$ cat config.mk
export PLATFORM = sky130hd
export DESIGN_NAME = vga_sync_recovery_flat
export DESIGN_NICKNAME = d
export VERILOG_FILES = /design/src/rtl/vga_sync_recovery_if.sv /design/src/rtl/vga_sync_recovery.sv /design/src/flat_wrapper.sv
export SDC_FILE = /design/constraint.sdc
export NUM_CORES = 1
export LEC_CHECK = 0
export ABC_CLOCK_PERIOD_IN_PS = 2800
export CAP_MARGIN = 40
export CORE_ASPECT_RATIO = 1.5
export CORE_MARGIN = 10
export CORE_UTILIZATION = 46
export DETAILED_ROUTE_END_ITERATION = 7
export PLACE_DENSITY = 0.84
export SYNTH_ARGS = -nofsm -noshare
export SYNTH_HDL_FRONTEND = slang
export SYNTH_SLANG_ARGS = --single-unit
export TNS_END_PERCENT = 10
$ cat constraint.sdc
create_clock -name pclk -period 2.8 [get_ports pclk]
set_clock_uncertainty 0.2 [all_clocks]
set_input_delay 0.84 -clock pclk [delete_from_list [all_inputs] [get_ports pclk]]
set_output_delay 0.84 -clock pclk [all_outputs]
set_load 0.1 [all_outputs]
$ cat src/rtl/vga_sync_recovery_if.sv
// Purpose: bundles the timing-generator inputs and the recovered-timing outputs of vga_sync_recovery.
// Latency: none, this is wiring only.
// Backpressure: none; the sync/blank stream is free-running and cannot be stalled.
// Ports (master = timing generator / observer side, slave = vga_sync_recovery):
//   hsync_in, vsync_in, hblnk_in, vblnk_in           sync/blank stream, active-high
//   hcount_rec, vcount_rec                            recovered pixel/line position
//   h_total, v_total                                  last measured line/frame length
//   locked, timing_err                                lock status, single-cycle error pulse
//   hs_start, hs_width                                measured hsync position/width
interface vga_sync_recovery_if;
    logic        hsync_in;
    logic        vsync_in;
    logic        hblnk_in;
    logic        vblnk_in;
    logic [10:0] hcount_rec;
    logic [10:0] vcount_rec;
    logic [10:0] h_total;
    logic [10:0] v_total;
    logic        locked;
    logic        timing_err;
    logic [10:0] hs_start;
    logic [10:0] hs_width;

    modport master (
        output hsync_in, vsync_in, hblnk_in, vblnk_in,
        input  hcount_rec, vcount_rec, h_total, v_total,
        input  locked, timing_err, hs_start, hs_width
    );

    modport slave (
        input  hsync_in, vsync_in, hblnk_in, vblnk_in,
        output hcount_rec, vcount_rec, h_total, v_total,
        output locked, timing_err, hs_start, hs_width
    );
endinterface

$ cat src/rtl/vga_sync_recovery.sv
// Purpose: recovers pixel/line position from a sync/blank stream, measures line/frame length and tracks lock.
// Latency: one pclk from input edge to counter/measurement update; every output is registered.
// Backpressure: none; one input sample is consumed every pclk.
// Ports: pclk, rst (synchronous, active-high); bus (vga_sync_recovery_if.slave) carries all stream I/O.
// Optional feature: define VGA_SYNC_REC_SYNC_MEAS_EN to measure hsync start/width; otherwise
// hs_start and hs_width are tied to 0.
module vga_sync_recovery #(
    parameter int LOCK_FRAMES = 2,
    parameter int CNT_MAX     = 2047
) (
    input  logic               pclk,
    input  logic               rst,
    vga_sync_recovery_if.slave bus
);
    localparam logic [10:0] CMAX   = 11'(CNT_MAX);
    localparam logic [4:0]  LOCK_N = 5'(LOCK_FRAMES);

    typedef enum logic [1:0] {SEARCH, ACQUIRE, LOCKED} state_t;

    function automatic logic [10:0] sat_inc(input logic [10:0] x);
        return (x >= CMAX) ? CMAX : x + 11'd1;
    endfunction

    logic        hsync_s1, vsync_s1, hblnk_s1, vblnk_s1;
    logic [10:0] hcount, vcount, htot, vtot;
    logic        vb_line;
    logic        line_ok;
    logic [3:0]  match_cnt;
    logic        locked_r, err_r;
    state_t      state;

    logic        line_ev, frame_ev, timeout, h_match, v_match;
    logic [10:0] h_meas, v_meas;

    // h_meas/v_meas are the length of the line/frame ending at this event, and also
    // the saturating increment used by the counters between events.
    assign line_ev  = !bus.hblnk_in && hblnk_s1;
    assign frame_ev = line_ev && !bus.vblnk_in && vb_line;
    assign h_meas   = sat_inc(hcount);
    assign v_meas   = sat_inc(vcount);
    assign h_match  = (h_meas == htot);
    assign v_match  = (v_meas == vtot);
    assign timeout  = (hcount == CMAX);

    always_ff @(posedge pclk) begin
        if (rst) begin
            hsync_s1 <= 1'b0;
            vsync_s1 <= 1'b0;
            hblnk_s1 <= 1'b0;
            vblnk_s1 <= 1'b0;
            hcount   <= '0;
            vcount   <= '0;
            htot     <= '0;
            vtot     <= '0;
            vb_line  <= 1'b0;
        end else begin
            hsync_s1 <= bus.hsync_in;
            vsync_s1 <= bus.vsync_in;
            hblnk_s1 <= bus.hblnk_in;
            vblnk_s1 <= bus.vblnk_in;
            if (line_ev) begin
                hcount  <= '0;
                htot    <= h_meas;
                vb_line <= bus.vblnk_in;
                if (frame_ev) begin
                    vcount <= '0;
                    vtot   <= v_meas;
                end else begin
                    vcount <= v_meas;
                end
            end else begin
                hcount <= h_meas;
            end
        end
    end

    // Lock tracker. Comparisons use the measurement of the event being processed
    // against the previous one still held in htot/vtot.
    always_ff @(posedge pclk) begin
        if (rst) begin
            state     <= SEARCH;
            match_cnt <= '0;
            line_ok   <= 1'b0;
            locked_r  <= 1'b0;
            err_r     <= 1'b0;
        end else begin
            err_r <= 1'b0;
            if (timeout) begin
                // A line that never ends invalidates everything; report only a lost lock.
                if (state == LOCKED) err_r <= 1'b1;
                state     <= SEARCH;
                match_cnt <= '0;
                locked_r  <= 1'b0;
            end else begin
                case (state)
                    SEARCH: begin
                        if (frame_ev && h_match) begin
                            state     <= ACQUIRE;
                            match_cnt <= '0;
                            line_ok   <= 1'b1;
                        end
                    end
                    ACQUIRE: begin
                        if (frame_ev) begin
                            line_ok <= 1'b1;
                            if (line_ok && h_match && v_match) begin
                                if ({1'b0, match_cnt} + 5'd1 == LOCK_N) begin
                                    state     <= LOCKED;
                                    locked_r  <= 1'b1;
                                    match_cnt <= '0;
                                end else begin
                                    match_cnt <= match_cnt + 4'd1;
                                end
                            end else begin
                                match_cnt <= '0;
                            end
                        end else if (line_ev && !h_match) begin
                            line_ok <= 1'b0;
                        end
                    end
                    LOCKED: begin
                        // Line and frame mismatches on the same event collapse into one pulse.
                        if ((line_ev && !h_match) || (frame_ev && !v_match)) begin
                            err_r     <= 1'b1;
                            state     <= SEARCH;
                            locked_r  <= 1'b0;
                            match_cnt <= '0;
                        end
                    end
                    default: begin
                        state    <= SEARCH;
                        locked_r <= 1'b0;
                    end
                endcase
            end
        end
    end

    assign bus.hcount_rec = hcount;
    assign bus.vcount_rec = vcount;
    assign bus.h_total    = htot;
    assign bus.v_total    = vtot;
    assign bus.locked     = locked_r;
    assign bus.timing_err = err_r;

`ifdef VGA_SYNC_REC_SYNC_MEAS_EN
    logic [10:0] hs_cnt, hs_start_r, hs_width_r;

    always_ff @(posedge pclk) begin
        if (rst) begin
            hs_cnt     <= '0;
            hs_start_r <= '0;
            hs_width_r <= '0;
        end else begin
            if (bus.hsync_in && !hsync_s1) hs_start_r <= h_meas;
            if (hsync_s1) hs_cnt <= sat_inc(hs_cnt);
            else          hs_cnt <= '0;
            // Last high cycle of hsync_s1: include it in the reported width.
            if (hsync_s1 && !bus.hsync_in) hs_width_r <= sat_inc(hs_cnt);
        end
    end

    assign bus.hs_start = hs_start_r;
    assign bus.hs_width = hs_width_r;

    logic unused_sig;
    assign unused_sig = ^{vsync_s1, vblnk_s1};
`else
    assign bus.hs_start = '0;
    assign bus.hs_width = '0;

    logic unused_sig;
    assign unused_sig = ^{vsync_s1, vblnk_s1, hsync_s1};
`endif
endmodule

$ cat src/flat_wrapper.sv
// flat-port wrapper written by rule: the top's interface ports become plain ports
module vga_sync_recovery_flat 
#(
    parameter int LOCK_FRAMES = 2,
    parameter int CNT_MAX     = 2047
)
  (pclk, rst, bus_hsync_in, bus_vsync_in, bus_hblnk_in, bus_vblnk_in, bus_hcount_rec, bus_vcount_rec, bus_h_total, bus_v_total, bus_locked, bus_timing_err, bus_hs_start, bus_hs_width);
  vga_sync_recovery_if bus_i ();
  input  logic pclk;
  input  logic rst;
  input wire logic [$bits(bus_i.hsync_in)-1:0] bus_hsync_in;
  input wire logic [$bits(bus_i.vsync_in)-1:0] bus_vsync_in;
  input wire logic [$bits(bus_i.hblnk_in)-1:0] bus_hblnk_in;
  input wire logic [$bits(bus_i.vblnk_in)-1:0] bus_vblnk_in;
  output wire logic [$bits(bus_i.hcount_rec)-1:0] bus_hcount_rec;
  output wire logic [$bits(bus_i.vcount_rec)-1:0] bus_vcount_rec;
  output wire logic [$bits(bus_i.h_total)-1:0] bus_h_total;
  output wire logic [$bits(bus_i.v_total)-1:0] bus_v_total;
  output wire logic [$bits(bus_i.locked)-1:0] bus_locked;
  output wire logic [$bits(bus_i.timing_err)-1:0] bus_timing_err;
  output wire logic [$bits(bus_i.hs_start)-1:0] bus_hs_start;
  output wire logic [$bits(bus_i.hs_width)-1:0] bus_hs_width;
  assign bus_i.hsync_in = bus_hsync_in;
  assign bus_i.vsync_in = bus_vsync_in;
  assign bus_i.hblnk_in = bus_hblnk_in;
  assign bus_i.vblnk_in = bus_vblnk_in;
  assign bus_hcount_rec = bus_i.hcount_rec;
  assign bus_vcount_rec = bus_i.vcount_rec;
  assign bus_h_total = bus_i.h_total;
  assign bus_v_total = bus_i.v_total;
  assign bus_locked = bus_i.locked;
  assign bus_timing_err = bus_i.timing_err;
  assign bus_hs_start = bus_i.hs_start;
  assign bus_hs_width = bus_i.hs_width;
  vga_sync_recovery #(.LOCK_FRAMES(LOCK_FRAMES), .CNT_MAX(CNT_MAX)) u_core (.pclk(pclk), .rst(rst), .bus(bus_i));
endmodule
==> results of run 1 <==
-- routing by layer --
| metal | vias up | track usage |
|---|---|---|
| li1 | 1613 | - |
| met1 | 1575 | 0.187 |
| met2 | 142 | 0.332 |
| met3 | 24 | 0.0395 |
| met4 | 0 | 0.0700 |
| met5 | - | 0 |
-- critical path: stages, from the launching register on --
cell,delay (ns)
dfxtp_4,0.37
buf_4,0.15
and4_2,0.25
a21o_1,0.20
a21oi_2,0.20
mux2_4,0.34
or4_4,0.44
nor4b_4,0.25
nand3_2,0.14
buf_4,0.16
buf_4,0.12
a21oi_1,0.12
a31o_2,0.11
-- per-stage QoR --
stage,util,setup WS (ns)
2_1_floorplan,-,-0.376
3_3_place_gp,0.622,-0.256
3_5_place_dp,0.623,-0.326
4_1_cts,0.646,-0.283
5_1_grt,0.653,-0.407
6_report,0.653,-0.294
-- power by group --
group | leakage (nW) | total (W) | internal [W] | switching [W]
Sequential | 0.463 | 0.000793 | 0.000777 | 0.0000159
Clock | 0.0484 | 0.000492 | 0.000226 | 0.000266
Combinational | 1.40 | 0.000390 | 0.0000875 | 0.000302
-- sequential cells by signal, indices dropped and copies added (netlist names) --
register	flops
u_core.state	2
u_core.bus.locked	1
u_core.bus.timing_err	1
u_core.bus.v_total	11
u_core.match_cnt	4
u_core.vb_line	1
u_core.hblnk_s1	1
u_core.bus.vcount_rec	11
u_core.bus.h_total	11
u_core.line_ok	1
u_core.bus.hcount_rec	11
-- final cells by class --
type                            count  area [um2]  area share
Sequential cell                    55        1180       0.263
Multi-Input combinational cell    306        2080       0.461
Timing Repair Buffer              132         996       0.221
Clock inverter                      1        7.51     0.00167
Clock buffer                        6        93.8      0.0208
Tap cell                           78        97.6      0.0217
Inverter                           13        48.8      0.0108
-- kinds of logic after synthesis --
| group | Yosys count | synth area share |
|---|---|---|
| compound gates | 97 | 0.199 |
| mux | 5 | 0.0161 |
| xor+xnor | 26 | 0.0741 |
| flops | 55 | 0.338 |
| fa+ha+maj | 4 | 0.0154 |
| other cells | 1 | 0.00115 |
| simple gates | 152 | 0.262 |
| buf+inv | 58 | 0.0937 |
-- Yosys cell counts (3+ instances only) --
library cell,count
dfxtp_1,55
nand3_1,9
or4_1,3
ha_1,4
nand4_1,5
nor2_1,49
clkbuf_1,17
mux2i_1,3
and3_1,9
buf_4,22
or3_1,5
o21a_1,3
inv_1,13
nor4_1,3
buf_2,4
o21ai_0,20
xnor2_1,16
and4_1,4
a22o_1,5
a211oi_1,13
a31oi_1,3
nand2b_1,4
xor2_1,9
a311oi_1,6
a21oi_1,24
nand3b_1,4
nor3b_1,3
nor3_1,6
and2_1,3
nand2_1,27
-- repair_timing --
item / CTS / global route
setup buffers: 2 / 2
pin swaps: 5 / 5
resized for setup: 11 / 6
endpoints found under the setup margin: 9 / 9
hold buffers: 0 / 0
-- path summary, 6_finish.rpt --
path                            start             endpoint  cells after the start
min                    u_core.vb_line       u_core.vb_line                      2
max          u_core.bus.vcount_rec[1]  u_core.match_cnt[3]                     12
max reg2reg  u_core.bus.vcount_rec[1]  u_core.match_cnt[3]                     12
min reg2reg            u_core.vb_line       u_core.vb_line                      2
==> out/metrics.yaml, run 1 <==
pwr:
  ir_drop_uv: 227
  power_density_mw_per_mm2: 372
  total_power_w: 0.00167
  p_leak_nw: 1.91
grt:
  grt_use_total: 0.179
  grt_antenna_before_repair: 0
  grt_pass1_vias: 3346
  grt_overflow: 0
  grt_start_max_net_pins: 23
  grt_pass1_wl_mm: 15.8
floorplanning:
  dieArea_mm2: 0.0109
  start_util: 0.472
  pin_count: 74
  die_w_um: 88.7
  die_h_um: 123
  row_count: 37
  coreArea_mm2: 0.00690
route:
  drc: 0
  ant_nets: 0
  top_layer: "met4"
  initialDrtViolationCount: 259
  vias: 3354
  wl_met1_mm: 3.56
  met2_length_mm: 5.49
  route.met3.wl_um: 689
  firstDrtPassIters: 7
  drt-vias-per-instance: 5.68
  wl_mm: 9.99
  wire_per_inst_um: 16.9
worst_hold_path:
  holdCritPathClass: "reg -> reg"
synth:
  yosysTopAreaCell: "dfxtp_1"
  synth_area_mm2: 0.00326
  ys_seq_area_frac: 0.338
  syn_inst: 398
  synthDistinctLibCells: 65
  synth_warnings: 0
  ys_ff_latch: 55
  synth_area_leaders: "dfxtp_1 34%, nor2_1 5.6%, buf_4 5.1%, xnor2_1 4.3%, a21oi_1 3.7%"
  synth_edf_count: 0
  syn_area_per_cell_um2: 8.19
  yosysTopAreaCellShare: 0.338
  ys.flop_type: "dfxtp_1"
  async_flop_share: 0
sta:
  final_max_slew_viol_count: 0
  tightestPinTransition_ns: 0.646
  worst_slack_ns: -0.294
  hold_viol: 0
  slew_headroom: 0.567
  period_needed_ns: 3.09
  period_share: 1.10
  grt_setup_unrepaired: "yes"
  finalSetupTns_ns: -1.43
  fmax_mhz: 323
  fin_hold_ws_ns: 0.289
  finalSetupViolations: 8
layout:
  nNetsFinal: 523
  mostFrequentLayoutCells: "128 x buf_4, 49 x nor2_1, 32 x dfxtp_1, 26 x nand2_1"
  final_common_cell: "buf_4"
  instances_no_fill: 591
  syn2layout_area_growth_pct: 38.3
  fillCellCount: 544
  stdcell_area_mm2: 0.00451
  drive_gt1_frac: 0.380
  diodes: 0
placed_design:
  gp_congestion: 0.902
  placed_area_mm2: 0.00430
  port_buffers: 49
  dpl.cell_count: 580
  hpwlAfterDp_mm: 7.56
critical_path:
  path_class: "reg -> reg"
  cp.required_ns: 2.86
  worst_setup_path_end_kind: "flop"
  crit_path_start_kind: "flop"
  r2r_setup_slack_ns: -0.29
  worstPathArrival_ns: 3.16
  path_max_fanout: 5
cts:
  cts-buffers-inserted: 5
  cts_tree: "yes"
  cts.clk_slew.worst_paths_ns: 0.10
  insertion_delay_ns: 0.31
  h-tree-depth: 2
  clock_sinks: 55
  cts_buffer_depth: 2
  root_buffer: "clkbuf_8"
status:
  status: "finished with violations"
  failed_checks: "setup timing"
flow_run:
  maxCapViolations: 0
Power figures use the tool's default switching activity.
==> run 2, diff against run 1 <==
--- a/config.mk
+++ b/config.mk
@@ -8,10 +8,10 @@
 export ABC_CLOCK_PERIOD_IN_PS = 2800
 export CAP_MARGIN = 40
 export CORE_ASPECT_RATIO = 1.5
-export CORE_MARGIN = 10
-export CORE_UTILIZATION = 46
+export CORE_MARGIN = 4
+export CORE_UTILIZATION = 45
 export DETAILED_ROUTE_END_ITERATION = 7
-export PLACE_DENSITY = 0.84
+export PLACE_DENSITY = 0.83
 export SYNTH_ARGS = -nofsm -noshare
 export SYNTH_HDL_FRONTEND = slang
 export SYNTH_SLANG_ARGS = --single-unit
==> run 2 against run 1 <==
Effect of this change: the flow still finishes with violations (setup timing); cell count decreased by 0.17%; flip-flop and latch count unchanged; clock power rose by 13%; global-route usage rose by 3.6 points; non-clock buffer count is 2 lower; fmax shrank 1.0%; register-to-register slack got worse by 0.03 ns; hold slack worse by 0.0039 ns; sequential power about the same; utilization decreased by 0.093 points; design area rose by 0.53%; worst setup slack worse by 0.032 ns; highest routed layer unchanged.
==> out/metrics.yaml, run 2 (same netlist as run 1, synthesis figures left out) <==
pwr:
  total_power_w: 0.00174
  power_density_mw_per_mm2: 384
  switchingPower_w: 0.000584
  clkPwrFrac: 0.319
  ir_drop_uv: 244
  p_leak_nw: 1.93
  internal_power_w: 0.00116
  power_frac_comb: 0.225
  switching_share: 0.336
  power_frac_seq: 0.456
cts:
  insertion_delay_ns: 0.32
  cts-buffers-inserted: 5
  h-tree-depth: 2
  cts_buffer_depth: 2
  cts_tree: "yes"
  root_buffer: "clkbuf_8"
  cts.clk_slew.worst_paths_ns: 0.10
  clock_sinks: 55
floorplanning:
  start_util: 0.469
  dieArea_mm2: 0.00869
  coreArea_mm2: 0.00694
  row_count: 37
  die_w_um: 77.5
  pin_count: 74
  die_h_um: 112
placed_design:
  gp_congestion: 0.919
  dpl.cell_count: 580
  placed_area_mm2: 0.00431
  port_buffers: 49
  place_ws_ns: -0.267
  hpwlAfterDp_mm: 7.24
route:
  met2_length_mm: 5.36
  wl_met1_mm: 3.58
  ant_nets: 0
  wire_per_inst_um: 16.4
  drt-vias-per-instance: 5.73
  route.met3.wl_um: 483
  wl_mm: 9.69
  top_layer: "met4"
  firstDrtPassIters: 5
  drc: 0
  initialDrtViolationCount: 208
  vias: 3382
critical_path:
  cpMaxStageDelayCell: "or4b_4"
  cp.required_ns: 2.85
  startpoint: "u_core.bus.hcount_rec[6]"
  crit_path_start_kind: "flop"
  path_max_fanout: 7
  worstPathArrival_ns: 3.17
  worst_setup_path_end_kind: "flop"
  crit_chain: "nand4_1 > or4b_4 > a32o_2 > nor4b_4 > o2111ai_2 > nor4_4 > buf_4 > nand3_2 > or3_1 > mux2i_1"
  critical-path-max-stage-delay_ns: 0.57
  path_class: "reg -> reg"
  r2r-start: "u_core.bus.hcount_rec[6]"
layout:
  instances_no_fill: 590
  drive_gt1_frac: 0.375
  stdcell_area_mm2: 0.00453
  nNetsFinal: 521
  final_common_cell: "buf_4"
  syn2layout_area_growth_pct: 39.0
  mostFrequentLayoutCells: "125 x buf_4, 49 x nor2_1, 32 x dfxtp_1, 26 x nand2_1, 23 x a21oi_1"
  diodes: 0
sta:
  finalSetupViolations: 9
  worst_slack_ns: -0.325
  tightestPinTransition_ns: 0.668
  period_needed_ns: 3.13
  finalSetupTns_ns: -2.01
  grt_setup_unrepaired: "yes"
  slew_headroom: 0.551
  final_max_slew_viol_count: 0
  period_share: 1.12
  hold_viol: 0
  fmax_mhz: 320
grt:
  grt_start_max_net_pins: 32
  grt_pass1_wl_mm: 15.4
  grt_antenna_before_repair: 0
  grt_overflow: 0
  grt_pass1_vias: 3292
  grt_use_total: 0.215
status:
  status: "finished with violations"
  failed_checks: "setup timing"
worst_hold_path:
  holdCritPathClass: "reg -> reg"
  hold_path.startpoint: "u_core.vb_line"
flow_run:
  maxCapViolations: 0
## run 2: worst paths after layout
check                                           end  slack, ns  cells past startpoint
worst min register to register       u_core.vb_line       0.28                      2
worst max register to register  u_core.match_cnt[1]      -0.33                     10
worst max-delay path            u_core.match_cnt[1]      -0.33                     10
worst min-delay path                 u_core.vb_line       0.28                      2
## run 2: cell type report
class / count / area, um2
well taps: 78 / 97.6
clock buffers: 6 / 82.6
multi-input cells: 306 / 2090
inverters: 13 / 48.8
fillers: 590 / 2410
repair buffers: 130 / 993
clock inverters: 2 / 35.0
flip-flops and latches: 55 / 1180
## run 2: routing by layer
metal	up-vias	global-route usage
met3	27	0.0329
met4	0	0.0867
met5	-	0
met1	1614	0.220
li1	1610	-
met2	131	0.424
## run 2: worst max-delay path: cells and delay by family, from the launching register on
family                 cells  cell delay [ns]
AOI/OAI and AO/OA          2             0.48
buffers and inverters      1             0.20
DFF                        1             0.38
muxes                      1             0.14
and+or+nand+nor            6             1.66
## run 2: through the flow
| step | utilization | hold WS, ns |
|---|---|---|
| after detailed placement | 0.621 | 0.270 |
| after CTS | 0.641 | 0.285 |
| after global routing | 0.652 | 0.328 |
| after floorplan | - | 0.244 |
| final | 0.652 | 0.285 |
| after global placement | 0.620 | 0.253 |
## run 2: power groups by stage
stage                     Combinational, W  Sequential [W]  Clock, W
final                             0.000391        0.000794  0.000556
after CTS                         0.000382        0.000794  0.000566
after floorplan                   0.000243        0.000896         0
after global routing              0.000408        0.000796  0.000596
after detailed placement          0.000379        0.000812         0
after global placement            0.000374        0.000811         0
## run 2: timing repair
item,CTS,global route
hold endpoints to repair,0,0
pin swaps,5,8
cloned,0,0
hold buffers,0,0
endpoints found under the setup margin,9,9
resized for setup,4,11
buffers inserted,1,1
